File: config.mk
export PLATFORM = sky130hd
export DESIGN_NAME = prog_load_ctrl_flat
export DESIGN_NICKNAME = d
export VERILOG_FILES = /design/src/rtl/prog_load_if.sv /design/src/rtl/prog_load_ctrl.sv /design/src/flat_wrapper.sv
export SDC_FILE = /design/constraint.sdc
export NUM_CORES = 1
export LEC_CHECK = 0
export BUFFER_PORTS_ARGS = -buffer_cell sky130_fd_sc_hd__clkbuf_2
export CORE_MARGIN = 2
export CORE_UTILIZATION = 40
export CTS_CLUSTER_SIZE = 25
export DETAILED_ROUTE_END_ITERATION = 16
export GPL_TIMING_DRIVEN = 0
export SLEW_MARGIN = 20
export SYNTH_ARGS = -nofsm -noshare
export SYNTH_HDL_FRONTEND = slang
export SYNTH_SLANG_ARGS = --single-unit
File: constraint.sdc
create_clock -name clk -period 1.55 [get_ports clk]
set_input_delay 0.31 -clock clk [delete_from_list [all_inputs] [get_ports clk]]
set_output_delay 0.31 -clock clk [all_outputs]
set_load 0.02 [all_outputs]
File: src/rtl/prog_load_if.sv
// Bus bundle between the program-load controller, the I2C programming slave,
// the CPU fetch port and the single-port program memory.
interface prog_load_if #(
  parameter int ADDR_W = 5
);
  logic              rx_valid;
  logic [7:0]        rx_data;
  logic              rx_stop;
  logic              cpu_req;
  logic [ADDR_W-1:0] cpu_addr;
  logic              cpu_gnt;
  logic              mem_en;
  logic              mem_we;
  logic [ADDR_W-1:0] mem_addr;
  logic [7:0]        mem_wdata;
  logic              cpu_halt;
  logic              busy;
  logic              err;

  modport master (
    output rx_valid, rx_data, rx_stop, cpu_req, cpu_addr,
    input  cpu_gnt, mem_en, mem_we, mem_addr, mem_wdata, cpu_halt, busy, err
  );

  modport slave (
    input  rx_valid, rx_data, rx_stop, cpu_req, cpu_addr,
    output cpu_gnt, mem_en, mem_we, mem_addr, mem_wdata, cpu_halt, busy, err
  );
endinterface

File: src/rtl/prog_load_ctrl.sv
// Program-load controller: decodes I2C command bytes into WRITE/RUN/HALT,
// loads program memory with auto-incrementing address and arbitrates the port.
module prog_load_ctrl #(
  parameter int          ADDR_W  = 5,
  parameter logic [15:0] TIMEOUT = 16'd50000
) (
  input logic       clk,
  input logic       rst_n,
  prog_load_if.slave bus
);

  typedef enum logic [2:0] {
    ST_IDLE   = 3'd0,
    ST_ADDR   = 3'd1,
    ST_DATA   = 3'd2,
    ST_CMDEND = 3'd3,
    ST_DRAIN  = 3'd4
  } state_t;

  localparam logic [7:0]        CMD_WRITE = 8'hA0;
  localparam logic [7:0]        CMD_RUN   = 8'hA1;
  localparam logic [7:0]        CMD_HALT  = 8'hA2;
  localparam logic [ADDR_W-1:0] PTR_ONE   = {{(ADDR_W-1){1'b0}}, 1'b1};

  state_t            state_r;
  state_t            state_nxt_s;
  logic [15:0]       tmo_cnt_r;
  logic [ADDR_W-1:0] wr_ptr_r;
  logic [ADDR_W-1:0] wr_addr_r;
  logic [7:0]        wdata_r;
  logic              wr_cycle_r;
  logic              err_r;
  logic              halt_r;
  logic              pending_run_r;

  logic tmo_hit_s;
  logic addr_hi_bad_s;
  logic cmd_write_s;
  logic cmd_run_s;
  logic cmd_halt_s;
  logic cmd_bad_s;
  logic addr_load_s;
  logic addr_bad_s;
  logic data_wr_s;
  logic extra_byte_s;
  logic run_release_s;
  logic busy_s;

  assign addr_hi_bad_s = ((bus.rx_data >> ADDR_W) != 8'd0);
  assign tmo_hit_s     = (state_r != ST_IDLE) && !bus.rx_valid && !bus.rx_stop &&
                         (tmo_cnt_r == (TIMEOUT - 16'd1));

  // State register
  always_ff @(posedge clk or negedge rst_n) begin
    if (!rst_n) begin
      state_r <= ST_IDLE;
    end else begin
      state_r <= state_nxt_s;
    end
  end

  // Next-state decode; a byte is processed under the current state before a coincident stop
  always_comb begin
    state_nxt_s = state_r;
    case (state_r)
      ST_IDLE: begin
        if (bus.rx_valid) begin
          case (bus.rx_data)
            CMD_WRITE: state_nxt_s = ST_ADDR;
            CMD_RUN:   state_nxt_s = ST_CMDEND;
            CMD_HALT:  state_nxt_s = ST_CMDEND;
            default:   state_nxt_s = ST_DRAIN;
          endcase
        end else begin
          state_nxt_s = ST_IDLE;
        end
      end
      ST_ADDR: begin
        if (bus.rx_valid) begin
          state_nxt_s = addr_hi_bad_s ? ST_DRAIN : ST_DATA;
        end else begin
          state_nxt_s = ST_ADDR;
        end
      end
      ST_DATA:   state_nxt_s = ST_DATA;
      ST_CMDEND: begin
        if (bus.rx_valid) begin
          state_nxt_s = ST_DRAIN;
        end else begin
          state_nxt_s = ST_CMDEND;
        end
      end
      ST_DRAIN:  state_nxt_s = ST_DRAIN;
      default:   state_nxt_s = ST_IDLE;
    endcase
    if (bus.rx_stop || tmo_hit_s) begin
      state_nxt_s = ST_IDLE;
    end else begin
      state_nxt_s = state_nxt_s;
    end
  end

  // Per-state action strobes
  always_comb begin
    cmd_write_s   = 1'b0;
    cmd_run_s     = 1'b0;
    cmd_halt_s    = 1'b0;
    cmd_bad_s     = 1'b0;
    addr_load_s   = 1'b0;
    addr_bad_s    = 1'b0;
    data_wr_s     = 1'b0;
    extra_byte_s  = 1'b0;
    run_release_s = 1'b0;
    busy_s        = (state_r != ST_IDLE);
    case (state_r)
      ST_IDLE: begin
        if (bus.rx_valid) begin
          cmd_write_s = (bus.rx_data == CMD_WRITE);
          cmd_run_s   = (bus.rx_data == CMD_RUN);
          cmd_halt_s  = (bus.rx_data == CMD_HALT);
          cmd_bad_s   = !(cmd_write_s || cmd_run_s || cmd_halt_s);
        end else begin
          cmd_bad_s = 1'b0;
        end
        // RUN with stop in the same cycle releases the CPU immediately
        run_release_s = cmd_run_s && bus.rx_stop;
      end
      ST_ADDR: begin
        addr_load_s = bus.rx_valid;
        addr_bad_s  = bus.rx_valid && addr_hi_bad_s;
      end
      ST_DATA:   data_wr_s = bus.rx_valid;
      ST_CMDEND: begin
        extra_byte_s  = bus.rx_valid;
        run_release_s = bus.rx_stop && !bus.rx_valid && pending_run_r;
      end
      ST_DRAIN:  busy_s = 1'b1;
      default:   busy_s = 1'b1;
    endcase
  end

  // Idle-cycle watchdog for a stalled transaction
  always_ff @(posedge clk or negedge rst_n) begin
    if (!rst_n) begin
      tmo_cnt_r <= 16'd0;
    end else if ((state_r == ST_IDLE) || bus.rx_valid || bus.rx_stop || tmo_hit_s) begin
      tmo_cnt_r <= 16'd0;
    end else begin
      tmo_cnt_r <= tmo_cnt_r + 16'd1;
    end
  end

  // Write pointer and registered memory write pulse
  always_ff @(posedge clk or negedge rst_n) begin
    if (!rst_n) begin
      wr_ptr_r   <= {ADDR_W{1'b0}};
      wr_addr_r  <= {ADDR_W{1'b0}};
      wdata_r    <= 8'd0;
      wr_cycle_r <= 1'b0;
    end else begin
      wr_cycle_r <= data_wr_s;
      if (addr_load_s) begin
        wr_ptr_r <= bus.rx_data[ADDR_W-1:0];
      end else if (data_wr_s) begin
        wr_ptr_r <= wr_ptr_r + PTR_ONE;
      end else begin
        wr_ptr_r <= wr_ptr_r;
      end
      if (data_wr_s) begin
        wr_addr_r <= wr_ptr_r;
        wdata_r   <= bus.rx_data;
      end else begin
        wr_addr_r <= wr_addr_r;
        wdata_r   <= wdata_r;
      end
    end
  end

  // Sticky error, CPU halt and deferred RUN bookkeeping
  always_ff @(posedge clk or negedge rst_n) begin
    if (!rst_n) begin
      err_r         <= 1'b0;
      halt_r        <= 1'b1;
      pending_run_r <= 1'b0;
    end else begin
      if (cmd_bad_s || addr_bad_s || extra_byte_s || tmo_hit_s) begin
        err_r <= 1'b1;
      end else if (cmd_write_s || cmd_run_s || cmd_halt_s) begin
        err_r <= 1'b0;
      end else begin
        err_r <= err_r;
      end
      if (run_release_s) begin
        halt_r <= 1'b0;
      end else if (cmd_write_s || cmd_halt_s) begin
        halt_r <= 1'b1;
      end else begin
        halt_r <= halt_r;
      end
      if ((state_nxt_s == ST_IDLE) || extra_byte_s || tmo_hit_s) begin
        pending_run_r <= 1'b0;
      end else if (cmd_run_s) begin
        pending_run_r <= 1'b1;
      end else begin
        pending_run_r <= pending_run_r;
      end
    end
  end

  assign bus.mem_we    = wr_cycle_r;
  assign bus.cpu_gnt   = bus.cpu_req && !halt_r && !wr_cycle_r;
  assign bus.mem_en    = wr_cycle_r || bus.cpu_gnt;
  assign bus.mem_addr  = wr_cycle_r ? wr_addr_r : bus.cpu_addr;
  assign bus.mem_wdata = wdata_r;
  assign bus.cpu_halt  = halt_r;
  assign bus.busy      = busy_s;
  assign bus.err       = err_r;

endmodule

File: src/flat_wrapper.sv
// flat-port wrapper written by rule: the top's interface ports become plain ports
module prog_load_ctrl_flat 
#(
  parameter int          ADDR_W  = 5,
  parameter logic [15:0] TIMEOUT = 16'd50000
)
  (clk, rst_n, bus_rx_valid, bus_rx_data, bus_rx_stop, bus_cpu_req, bus_cpu_addr, bus_cpu_gnt, bus_mem_en, bus_mem_we, bus_mem_addr, bus_mem_wdata, bus_cpu_halt, bus_busy, bus_err);
  prog_load_if #(.ADDR_W(ADDR_W)) bus_i ();
  input logic clk;
  input logic rst_n;
  input wire logic [$bits(bus_i.rx_valid)-1:0] bus_rx_valid;
  input wire logic [$bits(bus_i.rx_data)-1:0] bus_rx_data;
  input wire logic [$bits(bus_i.rx_stop)-1:0] bus_rx_stop;
  input wire logic [$bits(bus_i.cpu_req)-1:0] bus_cpu_req;
  input wire logic [$bits(bus_i.cpu_addr)-1:0] bus_cpu_addr;
  output wire logic [$bits(bus_i.cpu_gnt)-1:0] bus_cpu_gnt;
  output wire logic [$bits(bus_i.mem_en)-1:0] bus_mem_en;
  output wire logic [$bits(bus_i.mem_we)-1:0] bus_mem_we;
  output wire logic [$bits(bus_i.mem_addr)-1:0] bus_mem_addr;
  output wire logic [$bits(bus_i.mem_wdata)-1:0] bus_mem_wdata;
  output wire logic [$bits(bus_i.cpu_halt)-1:0] bus_cpu_halt;
  output wire logic [$bits(bus_i.busy)-1:0] bus_busy;
  output wire logic [$bits(bus_i.err)-1:0] bus_err;
  assign bus_i.rx_valid = bus_rx_valid;
  assign bus_i.rx_data = bus_rx_data;
  assign bus_i.rx_stop = bus_rx_stop;
  assign bus_i.cpu_req = bus_cpu_req;
  assign bus_i.cpu_addr = bus_cpu_addr;
  assign bus_cpu_gnt = bus_i.cpu_gnt;
  assign bus_mem_en = bus_i.mem_en;
  assign bus_mem_we = bus_i.mem_we;
  assign bus_mem_addr = bus_i.mem_addr;
  assign bus_mem_wdata = bus_i.mem_wdata;
  assign bus_cpu_halt = bus_i.cpu_halt;
  assign bus_busy = bus_i.busy;
  assign bus_err = bus_i.err;
  prog_load_ctrl #(.ADDR_W(ADDR_W), .TIMEOUT(TIMEOUT)) u_core (.clk(clk), .rst_n(rst_n), .bus(bus_i));
endmodule
==> results.ini, run 1 <==
[timing]
clock_skew_ns = 0.00356
rsz0062_at_grt = yes
layout_setup_ws_ns = -0.0974
hold_slack_ns = 0.148
fin_crit_ns = 1.65
fin_crit_sh = 1.06
hold_violations = 0
setup-violations-final = 9
slew_viol_final = 0
max_freq_mhz = 607
tightest_slew_ns = 0.926
slew_headroom = 0.383

[placed_design]
post-dp-hpwl_mm = 3.21
placed_cells = 331
routabilityCongestion = 0.816
port_buffers = 36

[hold_path]
hold_path_class = input port to asynchronous set/reset pin

[pwr]
total_power_uw = 2120
leakage_uw = 0.00125
p_seq_frac = 0.524
p_switching_uw = 549
ir_drop_v = 0.000385
clkPwrFrac = 0.349
internal_power_uw = 1580
swShare = 0.258
p_per_area_nw_per_um2 = 763
p_comb_frac = 0.127

[cells_and_area]
finish.net_count = 299
filler_cell_count = 491
diodes = 0
drive_above_1_share = 0.339
syn_to_final_growth_pct = 30.8
postLayoutCoreUtil = 0.545
stdcell_count = 350

[clock_network]
hold_buffers = 0
cts_htree_levels = 2
cts_tree = built
cts_buffer_depth = 2
clock_latency_ns = 0.29
clock-sinks = 41
cts_root_buf = clkbuf_8
clk_pin_slew_ns = 0.08
cts_buffers = 5

[synthesis]
yosys_warnings = 0
ys_seq_area_frac = 0.483
synth_seq_cells = 41
synth_cell_types = 47
syn_area_per_cell_um2 = 9.45
syn-num-nets = 245
async_flop_share = 1.00
synth_edf_count = 0
synthCells = 225
ys.flop_type = dfrtp_1
syn-cell-area_um2 = 2130

[global_route]
gr-usage-all-layers = 0.173
grt_use_met2 = 0.285
met1_usage = 0.216
grt_remaining_overflow = 0
grt_antenna_before_repair = 0
grt_first_pass_wirelength_mm = 8.18
grt-busiest-layer = met2
grt_max_degree = 42
met3_usage = 0.0494
first_global_vias = 1720

[floorplan]
die_w_um = 76.9
io_pins = 37
initial_core_util = 0.416
die_y_um = 76.9
rows = 26
core-area_um2 = 5110
die_area_um2 = 5920

[routing]
drtAntennaViolNets = 0
detail_route.first_pass.iterations = 4
drt-vias-per-instance = 5.14
wl_per_cell_um = 14.0
totalWireLength_mm = 4.91
drt-initial-drc-count = 58
drc = 0
num_vias = 1799

[setup_path]
reg2reg_depth = 5
rrSetupSlack_ns = -0.1
crit_fanout = 6
reg2reg_to = u_core.pending_run_r$_DFFE_PN0P_
endpoint_kind = flop
worstSetupStartpointType = flop
rr_startpoint = u_core.state_r[2]$_DFF_PN0_
crit_start = u_core.state_r[2]$_DFF_PN0_
worstPathArrival_ns = 1.86
crit_type = flop to flop
critPathRequiredTime_ns = 1.76
cpPeakStageDelay_ns = 0.57
crit_end = u_core.pending_run_r$_DFFE_PN0P_
path_cells = buf_6 > or4b_4 > a31oi_4 > a2111oi_4 > a211oi_2
crit_slowest_cell = or4b_4

[job]
drv_cap = 0

[run_status]
status = finished, violations left
violations = negative setup slack

## cells by family after synthesis
logic type	after synthesis	synth area share
AOI/OAI and AO/OA	23	0.0894
xor gates and xnor gates	16	0.0659
adders and majority gates	2	0.0118
buffers and inverters	14	0.0324
DFF	41	0.483
muxes	5	0.0265
and+or+nand+nor	124	0.291
## critical path, delay by kind of cell, from the launching register on
family	cells	cell delay (ns)
AO/OA/AOI/OAI	3	0.49
flip-flops	1	0.38
AND/OR/NAND/NOR	1	0.57
buffers and inverters	1	0.14
## flip-flops by register name (all words and copies together) (netlist names)
name and cells:
u_core.pending_run_r 1, u_core.wr_ptr_r 5, u_core.wr_addr_r 5, u_core.bus.err 1
u_core.bus.mem_wdata 8, u_core.bus.mem_we 1, u_core.state_r 3, u_core.bus.cpu_halt 1
u_core.tmo_cnt_r 16
## per-layer routing
| metal | vias to the layer above | routed length (um) |
|---|---|---|
| met2 | 56 | 2380 |
| met4 | 0 | 77 |
| li1 | 884 | - |
| met3 | 8 | 296 |
| met1 | 851 | 2150 |
| met5 | - | 0 |
## synthesized netlist by cell type, types with 5 or more instances
cell | n | area, um2
inv_1 | 5 | 18.8
nand3_1 | 10 | 50.1
nor2_1 | 26 | 97.6
nand2_1 | 48 | 180
dfrtp_1 | 40 | 1000
nor3_1 | 7 | 35.0
o21ai_0 | 6 | 30.0
mux2_2 | 5 | 56.3
xnor2_1 | 13 | 114
## how the worst min path moves through the flow
stage,end,from,slack (ns)
CTS,u_core.wr_addr_r[4]$_DFFE_PN0P_,rst_n,0.21
global route,u_core.wr_addr_r[2]$_DFFE_PN0P_,rst_n,0.22
finish,u_core.wr_addr_r[2]$_DFFE_PN0P_,rst_n,0.15
floorplan,u_core.bus.err$_DFFE_PN0P_,rst_n,0.01
detailed placement,u_core.wr_addr_r[3]$_DFFE_PN0P_,u_core.wr_addr_r[3]$_DFFE_PN0P_,0.46
global placement,u_core.wr_addr_r[3]$_DFFE_PN0P_,u_core.wr_addr_r[3]$_DFFE_PN0P_,0.46
## repair_timing
action | in CTS | in global routing
buffers inserted | 6 | 6
gates resized for setup | 22 | 28
cloned | 0 | 0
setup endpoints to repair | 24 | 37
endpoints found under the hold margin | 0 | 0
pin swaps | 2 | 6
## power groups by stage
| stage | Sequential (uW) | Combinational (uW) | Clock (uW) |
|---|---|---|---|
| finish | 1110 | 270 | 741 |
| global route | 1120 | 295 | 811 |
| CTS | 1110 | 253 | 769 |
| detailed placement | 1130 | 227 | 0 |
| global placement | 1130 | 227 | 0 |
| floorplan | 1150 | 114 | 0 |
## area by class of cell
class	count	area (um2)	share of cell area
clock inverters	2	13.8	0.00495
clock buffers	6	82.6	0.0297
flip-flops and latches	41	1030	0.371
well taps	70	87.6	0.0315
multi-input cells	170	1150	0.413
repair buffers	48	333	0.120
plain buffers	7	58.8	0.0211
inverters	6	25.0	0.00899
## metrics by stage
step,instance area (um2),setup TNS (ns),worst slack [ns]
final,2780,-0.277,-0.0974
after global routing,2780,-1.05,-0.133
after CTS,2660,-0.563,-0.101
after detailed placement,2410,-2.36,-0.190
after global placement,2410,-2.46,-0.207
after floorplan,2140,-0.0376,-0.0376
## cell usage in the layout (no fill, tap or decap), types with 2 or more instances in the layout
master,instances
nor2b_1,2
nor2_1,26
and2_1,2
buf_4,12
nor3_1,6
clkbuf_8,6
dfrtp_1,36
buf_6,5
xnor2_1,13
nor4_2,3
a21oi_1,2
nand4_1,4
buf_8,4
nand2b_1,4
and3_1,2
buf_2,2
dfrtp_2,4
a211oi_2,2
xor2_1,3
a2111oi_4,2
o21ai_1,2
inv_1,5
nor3b_1,2
o21ai_0,5
mux2_4,5
clkbuf_2,31
nand2_1,47
nand3_1,10
Power figures use the tool's default switching activity.
==> run 2, diff against run 1 <==
--- a/config.mk
+++ b/config.mk
@@ -10,2 +10,3 @@
 export CORE_UTILIZATION = 40
+export CTS_CLUSTER_DIAMETER = 120
 export CTS_CLUSTER_SIZE = 25
@@ -13,2 +14,3 @@
 export GPL_TIMING_DRIVEN = 0
+export MAX_ROUTING_LAYER = met4
 export SLEW_MARGIN = 20
--- a/constraint.sdc
+++ b/constraint.sdc
@@ -3,2 +3,2 @@
 set_output_delay 0.31 -clock clk [all_outputs]
-set_load 0.02 [all_outputs]
+set_load 0.01 [all_outputs]
==> run 2 against run 1 <==
Effect of this change: the run still ends with negative setup slack left; via count is 1.7% lower; count of clock-buffer cells in the layout stayed put; maximum frequency is 0.44% lower; first-iteration DRC count is 26% higher; non-clock buffer count is 3 lower; wire length is 3.1% lower; register-to-register slack hardly changed; combinational power is 16% lower; final area is 3.4% lower; cell count is 0.86% lower; core utilization is 1.9 points lower; sequential cell count stayed put.
==> results.ini, run 2 (same netlist as run 1, synthesis figures left out) <==
[run_status]
status = finished, violations left  ; unchanged
violations = negative setup slack  ; unchanged

[routing]
totalWireLength_mm = 4.76  ; was 4.91 mm
num_vias = 1768  ; was 1799
drt-vias-per-instance = 5.10  ; was 5.14
drt-initial-drc-count = 73  ; was 58
drtAntennaViolNets = 0  ; unchanged
drc = 0  ; unchanged
detail_route.first_pass.iterations = 4  ; unchanged
wl_per_cell_um = 13.7  ; was 14.0 um

[pwr]
internal_power_uw = 1560  ; was 1580 uW
total_power_uw = 2090  ; was 2120 uW
p_seq_frac = 0.533  ; was 0.524
p_per_area_nw_per_um2 = 777  ; was 763 nW/um2
ir_drop_v = 0.000385  ; about the same
p_comb_frac = 0.109  ; was 0.127
p_switching_uw = 529  ; was 549 uW
clkPwrFrac = 0.359  ; was 0.349
leakage_uw = 0.00121  ; was 0.00125 uW
swShare = 0.253  ; was 0.258

[timing]
hold_violations = 0  ; unchanged
fin_crit_ns = 1.65  ; about the same
clock_skew_ns = 0.00394  ; was 0.00356 ns
hold_slack_ns = 0.143  ; was 0.148 ns
layout_setup_ws_ns = -0.105  ; was -0.0974 ns
tightest_slew_ns = 0.920  ; was 0.926 ns
setup-violations-final = 3  ; was 9
max_freq_mhz = 604  ; was 607 MHz
slew_viol_final = 0  ; unchanged
fin_crit_sh = 1.07  ; was 1.06
rsz0062_at_grt = yes  ; unchanged
slew_headroom = 0.387  ; was 0.383

[global_route]
first_global_vias = 1681  ; was 1720
grt_max_degree = 42  ; unchanged
grt_remaining_overflow = 0  ; unchanged
grt_antenna_before_repair = 0  ; unchanged
grt_first_pass_wirelength_mm = 7.94  ; was 8.18 mm
gr-usage-all-layers = 0.174  ; was 0.173

[setup_path]
rr_startpoint = u_core.state_r[2]$_DFF_PN0_  ; unchanged
endpoint_kind = flop  ; unchanged
worstSetupStartpointType = flop  ; unchanged
critPathRequiredTime_ns = 1.77  ; was 1.76 ns
reg2reg_to = u_core.pending_run_r$_DFFE_PN0P_  ; unchanged
worstPathArrival_ns = 1.87  ; was 1.86 ns
crit_family = simple AND/OR/NAND/NOR gates  ; unchanged
cp.buffers_inverters = 1  ; unchanged
reg2reg_depth = 5  ; unchanged
rrSetupSlack_ns = -0.10  ; was -0.1 ns
crit_slowest_cell = or4b_4  ; unchanged
crit_type = flop to flop  ; unchanged
crit_fanout = 9  ; was 6
crit_end = u_core.pending_run_r$_DFFE_PN0P_  ; unchanged
cp.depth = 5  ; unchanged
path_cells = buf_6 > or4b_4 > a31oi_4 > a2111oi_4 > a211oi_2  ; unchanged
crit_start = u_core.state_r[2]$_DFF_PN0_  ; unchanged
cpPeakStageDelay_ns = 0.57  ; about the same

[floorplan]
rows = 26  ; unchanged
initial_core_util = 0.416  ; unchanged
die_area_um2 = 5920  ; unchanged
io_pins = 37  ; unchanged
core-area_um2 = 5110  ; unchanged
die_w_um = 76.9  ; unchanged
die_y_um = 76.9  ; unchanged

[cells_and_area]
largest_register_ffs = 16  ; unchanged
diodes = 0  ; unchanged
drive_above_1_share = 0.325  ; was 0.339
layout_common_cells = nand2_1 (47), clkbuf_2 (36), dfrtp_1 (36)  ; was nand2_1 (47), dfrtp_1 (36), clkbuf_2 (31)
final_common_cell = nand2_1  ; unchanged
top_register = u_core.tmo_cnt_r  ; unchanged
syn_to_final_growth_pct = 26.4  ; was 30.8%
finish.net_count = 296  ; was 299

[clock_network]
hold_buffers = 0  ; unchanged
clock_latency_ns = 0.30  ; was 0.29 ns
cts_buffers = 5  ; unchanged
cts_tree = built  ; unchanged
cts_root_buf = clkbuf_8  ; unchanged
cts_htree_levels = 2  ; unchanged
clk_pin_slew_ns = 0.08  ; about the same
cts_buffer_depth = 2  ; unchanged
clock-sinks = 41  ; unchanged

[placed_design]
post-dp-hpwl_mm = 3.21  ; unchanged
routabilityCongestion = 0.828  ; was 0.816
port_buffers = 36  ; unchanged

[job]
drv_cap = 0  ; unchanged

[hold_path]
hold_path_class = input port to asynchronous set/reset pin  ; unchanged

==> run 2: power groups by stage <==
stage / sequential (uW) / clock, uW / combinational [uW]
floorplan: 1140 / 0 / 103
detailed placement: 1130 / 0 / 206
finish: 1110 / 750 / 227
global route: 1120 / 809 / 250
CTS: 1110 / 769 / 222
global placement: 1130 / 0 / 205
==> run 2: layout make-up <==
| type | instances | area [um2] |
|---|---|---|
| Buffer | 7 | 58.8 |
| Clock buffer | 6 | 82.6 |
| Clock inverter | 2 | 13.8 |
| Fill cell | 498 | 2420 |
| Inverter | 6 | 25.0 |
| Multi-Input combinational cell | 170 | 1140 |
| Sequential cell | 41 | 1030 |
| Tap cell | 70 | 87.6 |
| Timing Repair Buffer | 45 | 251 |
==> run 2: worst min path at each step <==
stage,start,to,depth (start not counted)
2_1_floorplan,rst_n,u_core.bus.err$_DFFE_PN0P_,0
6_report,rst_n,u_core.wr_addr_r[2]$_DFFE_PN0P_,1
3_3_place_gp,u_core.wr_addr_r[3]$_DFFE_PN0P_,u_core.wr_addr_r[3]$_DFFE_PN0P_,2
4_1_cts,rst_n,u_core.wr_addr_r[4]$_DFFE_PN0P_,1
3_5_place_dp,u_core.wr_addr_r[3]$_DFFE_PN0P_,u_core.wr_addr_r[3]$_DFFE_PN0P_,2
5_1_grt,rst_n,u_core.wr_addr_r[2]$_DFFE_PN0P_,1
==> run 2: per-stage QoR <==
stage	instances	area [um2]	setup WS, ns	setup TNS, ns	util
3_5_place_dp	331	2410	-0.190	-2.36	0.472
4_1_cts	343	2600	-0.102	-0.396	0.509
5_1_grt	347	2690	-0.151	-1.01	0.526
6_report	347	2690	-0.105	-0.240	0.526
3_3_place_gp	331	2410	-0.207	-2.46	0.472
2_1_floorplan	225	2140	-0.0376	-0.0376	-
==> run 2: repair_timing <==
action | 4_1_cts | 5_1_grt
pin swaps | 2 | 5
buffers inserted | 5 | 4
resized for setup | 16 | 16
endpoints found under the setup margin | 24 | 37
==> run 2: per-layer routing <==
metal / vias to the layer above / track usage / share of wire
li1: 874 / - / -
met1: 849 / 0.215 / 0.46
met2: 39 / 0.279 / 0.48
met3: 6 / 0.0447 / 0.044
met4: 0 / 0.0564 / 0.013
met5: - / - / 0
